$ cat src/rtl/cpu_hardcoded.sv
// cpu_hardcoded: 8-bit multi-cycle CPU running a fixed 16-word ROM program.
// The program computes sw*(sw+1)/2 + btn (mod 256) and writes it to the LEDs
// and to 7-segment digits 0/1. It also writes sw to digits 2/3.
// A start/done/ack handshake frames each run.
// Optional feature macro: CPU_INSTR_COUNT_EN. When defined, an instruction
// counter replaces OUT port 2 and is shown on {ssd3,ssd2} at HALT.
module cpu_hardcoded #(
    parameter int INSTRUC_SIZE = 32,
    parameter int ARG_SIZE     = 8,
    parameter int DATA_SIZE    = 8
) (
    input  logic                 clk,
    input  logic                 reset,
    input  logic                 start,
    input  logic                 ack,
    input  logic [3:0]           btn,
    input  logic [DATA_SIZE-1:0] sw,
    output logic                 done,
    output logic [DATA_SIZE-1:0] ld,
    output logic [3:0]           ssd0,
    output logic [3:0]           ssd1,
    output logic [3:0]           ssd2,
    output logic [3:0]           ssd3
);

    typedef enum logic [1:0] {
        ST_INIT = 2'd0,
        ST_EXEC = 2'd1,
        ST_DONE = 2'd2
    } state_t;

    localparam logic [ARG_SIZE-1:0] OP_NOP  = 8'h00;
    localparam logic [ARG_SIZE-1:0] OP_LDI  = 8'h01;
    localparam logic [ARG_SIZE-1:0] OP_ADD  = 8'h02;
    localparam logic [ARG_SIZE-1:0] OP_SUB  = 8'h03;
    localparam logic [ARG_SIZE-1:0] OP_AND  = 8'h04;
    localparam logic [ARG_SIZE-1:0] OP_OR   = 8'h05;
    localparam logic [ARG_SIZE-1:0] OP_XOR  = 8'h06;
    localparam logic [ARG_SIZE-1:0] OP_IN   = 8'h07;
    localparam logic [ARG_SIZE-1:0] OP_OUT  = 8'h08;
    localparam logic [ARG_SIZE-1:0] OP_JMP  = 8'h09;
    localparam logic [ARG_SIZE-1:0] OP_BEQ  = 8'h0A;
    localparam logic [ARG_SIZE-1:0] OP_HALT = 8'h0B;

    // Packs one instruction word: opcode, A, B, C.
    function automatic logic [INSTRUC_SIZE-1:0] enc(
        input logic [ARG_SIZE-1:0] op,
        input logic [ARG_SIZE-1:0] a,
        input logic [ARG_SIZE-1:0] b,
        input logic [ARG_SIZE-1:0] c
    );
        return {op, a, b, c};
    endfunction

    state_t                r_state;
    logic [3:0]            r_pc;
    logic [DATA_SIZE-1:0]  r_regs [16];
    logic                  r_done;
    logic [DATA_SIZE-1:0]  r_ld;
    logic [3:0]            r_ssd0;
    logic [3:0]            r_ssd1;
    logic [3:0]            r_ssd2;
    logic [3:0]            r_ssd3;

    logic [INSTRUC_SIZE-1:0] w_instr;
    logic [ARG_SIZE-1:0]     w_op;
    logic [ARG_SIZE-1:0]     w_a;
    logic [ARG_SIZE-1:0]     w_b;
    logic [3:0]              w_c_idx;
    logic [DATA_SIZE-1:0]    w_rb;
    logic [DATA_SIZE-1:0]    w_rc;
    logic [DATA_SIZE-1:0]    w_in_val;

    // Hardcoded program ROM, indexed by the PC.
    always_comb begin
        w_instr = enc(OP_NOP, 8'd0, 8'd0, 8'd0);
        case (r_pc)
            4'd0:  w_instr = enc(OP_IN,   8'd0,  8'd0, 8'd0);
            4'd1:  w_instr = enc(OP_IN,   8'd1,  8'd1, 8'd0);
            4'd2:  w_instr = enc(OP_LDI,  8'd2,  8'd0, 8'd0);
            4'd3:  w_instr = enc(OP_LDI,  8'd3,  8'd0, 8'd0);
            4'd4:  w_instr = enc(OP_LDI,  8'd4,  8'd1, 8'd0);
            4'd5:  w_instr = enc(OP_BEQ,  8'd9,  8'd0, 8'd3);
            4'd6:  w_instr = enc(OP_ADD,  8'd2,  8'd2, 8'd0);
            4'd7:  w_instr = enc(OP_SUB,  8'd0,  8'd0, 8'd4);
            4'd8:  w_instr = enc(OP_JMP,  8'd5,  8'd0, 8'd0);
            4'd9:  w_instr = enc(OP_ADD,  8'd2,  8'd2, 8'd1);
            4'd10: w_instr = enc(OP_OUT,  8'd0,  8'd2, 8'd0);
            4'd11: w_instr = enc(OP_OUT,  8'd1,  8'd2, 8'd0);
            4'd12: w_instr = enc(OP_IN,   8'd5,  8'd0, 8'd0);
            4'd13: w_instr = enc(OP_OUT,  8'd2,  8'd5, 8'd0);
            4'd14: w_instr = enc(OP_HALT, 8'd0,  8'd0, 8'd0);
            4'd15: w_instr = enc(OP_HALT, 8'd0,  8'd0, 8'd0);
            default: ;
        endcase
    end

    assign w_op    = w_instr[INSTRUC_SIZE-1 -: ARG_SIZE];
    assign w_a     = w_instr[3*ARG_SIZE-1 -: ARG_SIZE];
    assign w_b     = w_instr[2*ARG_SIZE-1 -: ARG_SIZE];
    assign w_c_idx = w_instr[3:0];
    assign w_rb    = r_regs[w_b[3:0]];
    assign w_rc    = r_regs[w_c_idx];

    // Input port mux: port 0 = switches, port 1 = buttons, others read 0.
    always_comb begin
        w_in_val = '0;
        case (w_b)
            8'd0:    w_in_val = sw;
            8'd1:    w_in_val = {4'b0000, btn};
            default: w_in_val = '0;
        endcase
    end

`ifdef CPU_INSTR_COUNT_EN
    logic [7:0] r_cnt;
    logic [7:0] w_cnt_next;

    // Saturating increment, so a long run pins the count at 0xFF.
    assign w_cnt_next = (r_cnt == 8'hFF) ? 8'hFF : r_cnt + 8'd1;
`endif

    // Control FSM, datapath and registered outputs in one clocked process.
    // NOTE: all state uses non-blocking assignments so every read in this block
    // sees the value from before the edge, regardless of statement order.
    always_ff @(posedge clk) begin
        if (reset) begin
            r_state <= ST_INIT;
            r_pc    <= '0;
            r_done  <= 1'b0;
            r_ld    <= '0;
            r_ssd0  <= '0;
            r_ssd1  <= '0;
            r_ssd2  <= '0;
            r_ssd3  <= '0;
            // NOTE: the register file is small and must read as zero after
            // reset, so it is cleared here rather than left to power-up values.
            for (int i = 0; i < 16; i++) r_regs[i] <= '0;
`ifdef CPU_INSTR_COUNT_EN
            r_cnt <= '0;
`endif
        end else begin
            case (r_state)
                ST_INIT: begin
                    if (start) begin
                        r_pc    <= '0;
                        r_state <= ST_EXEC;
                        for (int i = 0; i < 16; i++) r_regs[i] <= '0;
`ifdef CPU_INSTR_COUNT_EN
                        r_cnt <= '0;
`endif
                    end
                end

                ST_EXEC: begin
                    r_pc <= r_pc + 4'd1;
`ifdef CPU_INSTR_COUNT_EN
                    r_cnt <= w_cnt_next;
`endif
                    case (w_op)
                        OP_LDI: r_regs[w_a[3:0]] <= w_b;
                        OP_ADD: r_regs[w_a[3:0]] <= w_rb + w_rc;
                        OP_SUB: r_regs[w_a[3:0]] <= w_rb - w_rc;
                        OP_AND: r_regs[w_a[3:0]] <= w_rb & w_rc;
                        OP_OR:  r_regs[w_a[3:0]] <= w_rb | w_rc;
                        OP_XOR: r_regs[w_a[3:0]] <= w_rb ^ w_rc;
                        OP_IN:  r_regs[w_a[3:0]] <= w_in_val;
                        OP_OUT: begin
                            case (w_a)
                                8'd0: r_ld <= w_rb;
                                8'd1: {r_ssd1, r_ssd0} <= w_rb;
`ifndef CPU_INSTR_COUNT_EN
                                8'd2: {r_ssd3, r_ssd2} <= w_rb;
`endif
                                default: ;
                            endcase
                        end
                        OP_JMP: r_pc <= w_a[3:0];
                        OP_BEQ: begin
                            if (w_rb == w_rc) r_pc <= w_a[3:0];
                        end
                        OP_HALT: begin
                            r_state <= ST_DONE;
                            r_done  <= 1'b1;
`ifdef CPU_INSTR_COUNT_EN
                            {r_ssd3, r_ssd2} <= w_cnt_next;
`endif
                        end
                        default: ;
                    endcase
                end

                ST_DONE: begin
                    if (ack) begin
                        r_state <= ST_INIT;
                        r_done  <= 1'b0;
                    end
                end

                default: r_state <= ST_INIT;
            endcase
        end
    end

    assign done = r_done;
    assign ld   = r_ld;
    assign ssd0 = r_ssd0;
    assign ssd1 = r_ssd1;
    assign ssd2 = r_ssd2;
    assign ssd3 = r_ssd3;

endmodule

$ cat config.mk
export PLATFORM = sky130hd
export DESIGN_NAME = cpu_hardcoded
export DESIGN_NICKNAME = d
export VERILOG_FILES = /design/src/rtl/cpu_hardcoded.sv
export SDC_FILE = /design/constraint.sdc
export NUM_CORES = 1
export LEC_CHECK = 0
export ABC_AREA = 1
export BUFFER_PORTS_ARGS = -buffer_cell sky130_fd_sc_hd__buf_4
export CAP_MARGIN = 20
export CORE_ASPECT_RATIO = 0.8
export CORE_MARGIN = 2
export CORE_UTILIZATION = 40
export CTS_CLUSTER_SIZE = 40
export DETAILED_ROUTE_END_ITERATION = 8
export PLACE_DENSITY_LB_ADDON = 0.2
export REMOVE_ABC_BUFFERS = 1
export SLEW_MARGIN = 40
export SYNTH_ARGS = -nofsm -noshare
export SYNTH_HDL_FRONTEND = slang
export SYNTH_SLANG_ARGS = --single-unit
export TNS_END_PERCENT = 100
$ cat constraint.sdc
create_clock -name clk -period 4.3 [get_ports clk]
set_clock_uncertainty 0.1 [all_clocks]
set_input_delay 0.43 -clock clk [delete_from_list [all_inputs] [get_ports clk]]
set_output_delay 0.43 -clock clk [all_outputs]
set_load 0.005 [all_outputs]
==> out/summary.txt, run 1 <==
Vias in the first global route: 5,853
Dpl hpwl: 15,200 um
WL final: 19,800 um
R2R depth: 20
Lkg Pwr: 0.00353 uW
Hold Crit Class: input port to flop
Post-synthesis sequential area ratio: 41.2%
Avg Cell Area, Syn: 7.46 um2
DR vias/cell: 5.32
RSZ-0062 raised after global routing: false
# setup viols final: 0
DRT iter0 DRCs: 646
Most frequent cell after synthesis: nand2_1
CP Max Fanout: 12
Setup TNS: 0 ns
Number of remaining DRC errors: 0
GRT met1 Usage: 32.7%
Met3 Use GR: 5.32%
CTS tree: yes
Grt met2 use: 33.3%
Power Density: 319 nW/um2
Drt first pass iters: 5
Total gr overflow: 0
Area contributors post-synth: edfxtp_1 28%, dfxtp_1 13%, nand2_1 9.9%
WL per Instance: 16.8 um
Postcts setup bufs: 0
Synth top area share: 28.2%
Area Growth Syn to Fin: 13.1%
Total track usage: 22.4%
Initial antenna violation count: 0
Final Net Count: 1,000
Post-placement cell count: 1,162
Total CTS buffers: 9
Worst Max-Slew Pin Slew: 0.745 ns
Wire length of the first global-routing pass: 31,400 um
Critical Path RT: 4.45 ns
Cells after synthesis: 913
Post-cts sizing count: 0
Pins Over Slew Limit: 0
Hold Slack: 0.161 ns
Fillers: 1,664
Die W: 150 um
Pin count of the biggest net entering global routing: 38
Starting Density: 41.0%
Skew-Pair Late Insertion Delay: 0.36 ns
Worst path arrival time: 4.14 ns
Synth cell count leaders: 179 x nand2_1, 140 x inv_1, 108 x o21ai_0
Nature of the critical path endpoint: flop
Max Freq: 0.251 GHz
Die Ht: 121 um
Clk buf depth: 2
Max-cap violations: 0
Part of the cycle the worst path needs: 92.7%
Startpoint types: flop
Critical Setup Path Class: flop to flop
CTS sink cnt: 108
Area leader, netlist: edfxtp_1
Die area: 18,100 um2
Primary FF master, synth: edfxtp_1
Non-Filler Instances: 1,178
I/O Buffers: 40
Core ar.: 16,600 um2
Yosys reg bits: 108
IO Count: 41
Cell area after synthesis: 6810 um2
Gr busiest metal: met2
Overall via count from detail_route: 6,267
Dpl cell area: 7420 um2
Peak supply drop: 0.173 mV
Final Hold Viols: 0
Relative slew slack: 50.1%
Final instance area: 7700 um2
Count of cell types in the netlist: 41
Async S/R FF share, synth: 0%
EDFF count, synth: 64
Clock Pin Slew Worst Setup and Hold Paths: 0.07 ns
CTS H-Tree Depth: 3
Overall power: 2460 uW
Share of post-route cells with drive strength above 1: 12.4%
Clock root cell: clkbuf_16
Placer Congestion: 0.952
Synth warn: 0
Status: finished clean
Ant. Diodes: 0
Min Tclk post-route: 3.99 ns
CTS Hold Bufs: 0
WHS Path Cells: 2
Num rows: 42
DRT antenna net count: 0
[sequential cells by signal (all words and copies together), names as in the netlist]
signal,cells
r_pc,4
ssd3,4
r_state,2
done,1
ssd1,4
ld,8
w_instr,13
ssd0,4
ssd2,4
r_regs,64
[power breakdown]
part / internal, uW / switching, uW / total (uW)
logic: 152 / 315 / 467
clock network: 411 / 393 / 804
registers: 1150 / 34.6 / 1180
[metrics by stage]
step	setup slack (ns)	util, %
after CTS	0.208	46.4
after global routing	0.0378	46.4
final	0.315	46.4
after global placement	0.296	44.6
after floorplan	0.460	-
after detailed placement	0.268	44.7
[cell usage in the layout, fill, tap and decap left out, types with 3 or more instances in the layout]
| master | count |
|---|---|
| nand2_1 | 179 |
| inv_1 | 140 |
| o21ai_0 | 108 |
| nor2_1 | 88 |
| a21oi_1 | 82 |
| edfxtp_1 | 64 |
| buf_4 | 61 |
| nand3_1 | 44 |
| dfxtp_1 | 43 |
| ha_1 | 29 |
| o221ai_1 | 16 |
| nand2_2 | 12 |
| nand4_1 | 12 |
| clkbuf_16 | 9 |
| o21a_1 | 8 |
| nor2_2 | 6 |
| o21ai_1 | 6 |
| nor2_4 | 6 |
| nand3b_1 | 4 |
| nand2_4 | 4 |
| inv_2 | 3 |
| inv_4 | 3 |
[layer usage]
layer	share of wire (%)	vias to the layer above
met5	0	-
met4	1.5	0
met3	8.3	24
met2	43	244
met1	47	2912
li1	-	3087
[final timing paths]
path	from	end	slack [ns]
setup / recovery	w_instr[8]	w_instr[24]	0.31
setup reg to reg	w_instr[8]	w_instr[24]	0.31
hold / removal	ack	done	0.16
hold reg to reg	r_pc[1]	r_pc[1]	0.43
[cell type report]
type | count | area, um2 | area share [%]
Multi-Input combinational cell | 627 | 3320 | 43.1
Sequential cell | 108 | 2800 | 36.4
Inverter | 145 | 547 | 7.10
Timing Repair Buffer | 62 | 478 | 6.21
Tap cell | 220 | 275 | 3.58
Clock buffer | 11 | 243 | 3.15
Clock inverter | 5 | 35.0 | 0.455
[critical path: stages, from the launching register on]
cell	delay (ns)
dfxtp_1	0.65
buf_4	0.26
nor2_1	0.06
buf_4	0.16
nand2_1	0.06
o221ai_1	0.12
nand2_1	0.08
o21a_1	0.33
ha_1	0.31
nor2_1	0.22
nand2_1	0.08
nor2_1	0.18
nand2_2	0.12
nand3_1	0.08
nand3_1	0.12
a21oi_1	0.24
inv_1	0.12
ha_1	0.29
nand3b_1	0.16
nand2_1	0.07
nand3_1	0.07
[logic make-up after synthesis]
family / after synthesis / share of synthesized area, %
simple gates: 364 / 23.7
xor+xnor: 3 / 0.386
compound gates: 229 / 18.6
buf+inv: 178 / 10.2
fa+ha+maj: 31 / 5.92
flops: 108 / 41.2
Power figures use the tool's default switching activity.
==> run 2: changes to the inputs <==
ABC_AREA = unset   (was 1)
==> run 2 against run 1 <==
- die area is 3.4% lower
- core utilization is 1.5 points higher
- final area is 1.2% lower
- fmax is 0.73% lower
- count of clock-buffer cells in the layout is 1 lower
- setup slack worse by 0.029 ns
- synthesized cell count is 29% lower
- clock power is 17% higher
- sequential share of layout area is 0.41 points higher
- total power is 3.6% higher
- global-route usage is 0.21 points lower
- register-to-register slack worse by 0.03 ns
- largest power group unchanged
==> out/summary.txt, run 2 <==
Dpl hpwl: 14,100 um (was 15,200 um)
R2R depth: 11 (was 20)
Peak supply drop: 0.202 mV (was 0.173 mV)
Reg power frac: 45.7% (was 48.2%)
Power Density: 334 nW/um2 (was 319 nW/um2)
Most flops, register: r_regs (unchanged)
Ant. Diodes: 0 (unchanged)
Yosys reg bits: 108 (unchanged)
Primary FF master, synth: edfxtp_1 (unchanged)
EDFF count, synth: 64 (unchanged)
Largest register FFs: 64 (unchanged)
Startpoint types: flop (unchanged)
Pin count of the biggest net entering global routing: 46 (was 38)
Final Hold Viols: 0 (unchanged)
WL per Instance: 20.4 um (was 16.8 um)
FF-to-FF setup slack: 0.29 ns (was 0.31 ns)
RR Endpoint: w_instr[27] (was w_instr[24])
Worst path bufs/invs: 2 (was 3)
DRT antenna net count: 0 (unchanged)
RSZ-0062 raised after global routing: false (unchanged)
Max-cap violations: 0 (unchanged)
CTS Hold Bufs: 0 (unchanged)
Worst Max-Slew Pin Slew: 0.829 ns (was 0.745 ns)
Most frequent cell after synthesis: nor2_1 (was nand2_1)
Post-synthesis sequential area ratio: 42.7% (was 41.2%)
Area leader, netlist: edfxtp_1 (unchanged)
Placer Congestion: 0.870 (was 0.952)
Slowest cell on crit path: dfxtp_1 (unchanged)
Die W: 147 um (was 150 um)
Clock root cell: clkbuf_16 (unchanged)
Most frequent cells in the layout: 127 x nor2_1, 74 x buf_4, 64 x edfxtp_1 (was 179 x nand2_1, 140 x inv_1, 108 x o21ai_0)
Worst path arrival time: 4.18 ns (was 4.14 ns)
Die Ht: 119 um (was 121 um)
Area contributors post-synth: edfxtp_1 29%, dfxtp_1 13%, mux4_2 11% (was edfxtp_1 28%, dfxtp_1 13%, nand2_1 9.9%)
Gate power share: 17.4% (was 19.0%)
Critical Path RT: 4.46 ns (was 4.45 ns)
DRT iter0 DRCs: 468 (was 646)
Relative slew slack: 44.6% (was 50.1%)
Initial antenna violation count: 0 (unchanged)
Status: finished clean (unchanged)
Share of post-route cells with drive strength above 1: 20.9% (was 12.4%)
# setup viols final: 0 (unchanged)
Max Freq: 0.249 GHz (was 0.251 GHz)
CP Max Fanout: 20 (was 12)
Starting Density: 41.3% (was 41.0%)
Critical Setup Path Class: flop to flop (unchanged)
I/O Buffers: 40 (unchanged)
Max incr delay on CP: 0.62 ns (was 0.65 ns)
Lkg Pwr: 0.00289 uW (was 0.00353 uW)
Crit-path leading delay family: simple AND/OR/NAND/NOR gates (unchanged)
Crit path to: w_instr[27] (was w_instr[24])
Sw Share: 27.3% (was 30.2%)
Cell chain of the critical path: buf_4 > mux4_2 > mux2i_1 > ha_1 > or4_1 > nor4_1 > o41ai_1 > a211oi_2 > buf_4 > nor3_1 > a211o_1 (was buf_4 > nor2_1 > buf_4 > nand2_1 > o221ai_1 > nand2_1 > o21a_1 > ha_1 > nor2_1 > nand2_1 > nor2_1 > nand2_2 > nand3_1 > nand3_1 > a21oi_1 > inv_1 > ha_1 > nand3b_1 > nand2_1 > nand3_1)
Worst path depth: 11 (was 20)
Vias in the first global route: 5,228 (was 5,853)
Skew-Pair Late Insertion Delay: 0.37 ns (was 0.36 ns)
Drt first pass iters: 5 (unchanged)
CTS H-Tree Depth: 3 (unchanged)
Clk buf depth: 2 (unchanged)
Clock Pin Slew Worst Setup and Hold Paths: 0.07 ns (about the same)
Total gr overflow: 0 (unchanged)
CP Launch Point: w_instr[9] (was w_instr[8])
CTS tree: yes (unchanged)
Setup ws final: 0.286 ns (was 0.315 ns)
IO Count: 41 (unchanged)
Area Growth Syn to Fin: 15.9% (was 13.1%)
Cells after synthesis: 649 (was 913)
Setup WS pre-CTS: 0.171 ns (was 0.268 ns)
Core ar.: 15,900 um2 (was 16,600 um2)
WL final: 18,700 um (was 19,800 um)
Synth top area share: 29.3% (was 28.2%)
Avg Cell Area, Syn: 10.1 um2 (was 7.46 um2)
Total CTS buffers: 9 (unchanged)
Synth warn: 0 (unchanged)
DR vias/cell: 5.82 (was 5.32)
Cell area after synthesis: 6570 um2 (was 6810 um2)
Commonest non-fill, non-tap cell in the layout: nor2_1 (was nand2_1)
Async S/R FF share, synth: 0% (unchanged)
Overall via count from detail_route: 5,334 (was 6,267)
Hold Crit Class: input port to flop (unchanged)
Clock share of power: 36.9% (was 32.8%)
Fillers: 1,508 (was 1,664)
Switching power: 694 uW (was 742 uW)
Synth cell count leaders: 127 x nor2_1, 64 x edfxtp_1, 59 x a21oi_1 (was 179 x nand2_1, 140 x inv_1, 108 x o21ai_0)
Part of the cycle the worst path needs: 93.4% (was 92.7%)
Count of cell types in the netlist: 68 (was 41)
Nature of the critical path endpoint: flop (unchanged)
Wire length of the first global-routing pass: 29,600 um (was 31,400 um)
Number of remaining DRC errors: 0 (unchanged)
Num rows: 41 (was 42)
Overall power: 2540 uW (was 2460 uW)
FF-to-FF Start: w_instr[9] (was w_instr[8])
Internal: 1850 uW (was 1710 uW)
Min Tclk post-route: 4.01 ns (was 3.99 ns)
Die area: 17,500 um2 (was 18,100 um2)
Cell repeated most along the worst path: buf_4 (was nand2_1)
CTS sink cnt: 108 (unchanged)
Total track usage: 22.2% (was 22.4%)
Pins Over Slew Limit: 0 (unchanged)
Final Net Count: 744 (was 1,000)
-- run 2: cell types whose count changed after synthesis, sizes merged, moves of 27 or more --
cell / change
nand2: -158
nor2: +27
nand3: -33
inv: -112
mux4: +32
o21ai: -103
-- run 2: metrics by stage --
step	cells	cell area [um2]	TNS, ns	hold WS [ns]	utilization (%)
3_3_place_gp	901	7260	0	0.364	45.6
2_1_floorplan	610	6390	-1.16	0.379	-
3_5_place_dp	901	7260	0	0.379	45.6
4_1_cts	917	7590	0	0.261	47.7
5_1_grt	917	7610	0	0.304	47.9
6_report	917	7610	0	0.275	47.9
-- run 2: layout make-up --
cell class | count | area, um2 | share of cell area [%]
flip-flops and latches | 108 | 2800 | 36.8
repair buffers | 76 | 596 | 7.83
inverters | 32 | 120 | 1.58
well taps | 215 | 269 | 3.54
clock inverters | 6 | 93.8 | 1.23
multi-input cells | 470 | 3490 | 45.9
clock buffers | 10 | 239 | 3.14
-- run 2: repair_timing --
item,CTS,global route
setup buffers,0,0
setup endpoints to repair,0,9
endpoints found under the hold margin,0,0
gates resized for setup,0,2
-- run 2: worst min path at each step --
stage / startpoint / end / slack [ns] / cells past startpoint
floorplan: ld[2] / ld[2] / 0.38 / 2
global placement: ssd1[1] / ssd1[1] / 0.36 / 2
detailed placement: ssd3[2] / ssd3[2] / 0.38 / 2
CTS: ack / r_state[1] / 0.26 / 4
global route: ack / r_state[1] / 0.30 / 4
finish: ack / r_state[1] / 0.28 / 4
-- run 2: metal layers --
| layer | vias up | routed length, um | global-route usage, % |
|---|---|---|---|
| met1 | 2621 | 8450 | 30.6 |
| met3 | 32 | 1310 | 5.10 |
| met2 | 203 | 8500 | 34.2 |
| met5 | - | 0 | 0 |
| li1 | 2478 | - | - |
| met4 | 0 | 444 | 8.35 |
-- run 2: worst min-delay path: stages --
cell	delay, ns
buf_4	0.08
nor3b_1	0.04
a21oi_1	0.10
nor2_1	0.04
-- run 2: logic make-up (layout without fill, tap and decap cells) --
kind of cell / Yosys count / after routing / share of synthesized area, %
muxes: 59 / 59 / 15.2
adders and majority gates: 31 / 31 / 6.14
buffers and inverters: 71 / 124 / 4.44
AOI/OAI and AO/OA: 134 / 134 / 13.7
xor gates and xnor gates: 3 / 3 / 0.400
and+or+nand+nor: 243 / 243 / 17.5
DFF: 108 / 108 / 42.7
-- run 2: power groups by stage --
stage          Clock, uW  Sequential, uW  Combinational (uW)
2_1_floorplan          0            1180                 265
3_3_place_gp           0            1180                 426
3_5_place_dp           0            1190                 430
4_1_cts              958            1160                 432
5_1_grt              988            1170                 482
6_report             939            1160                 443
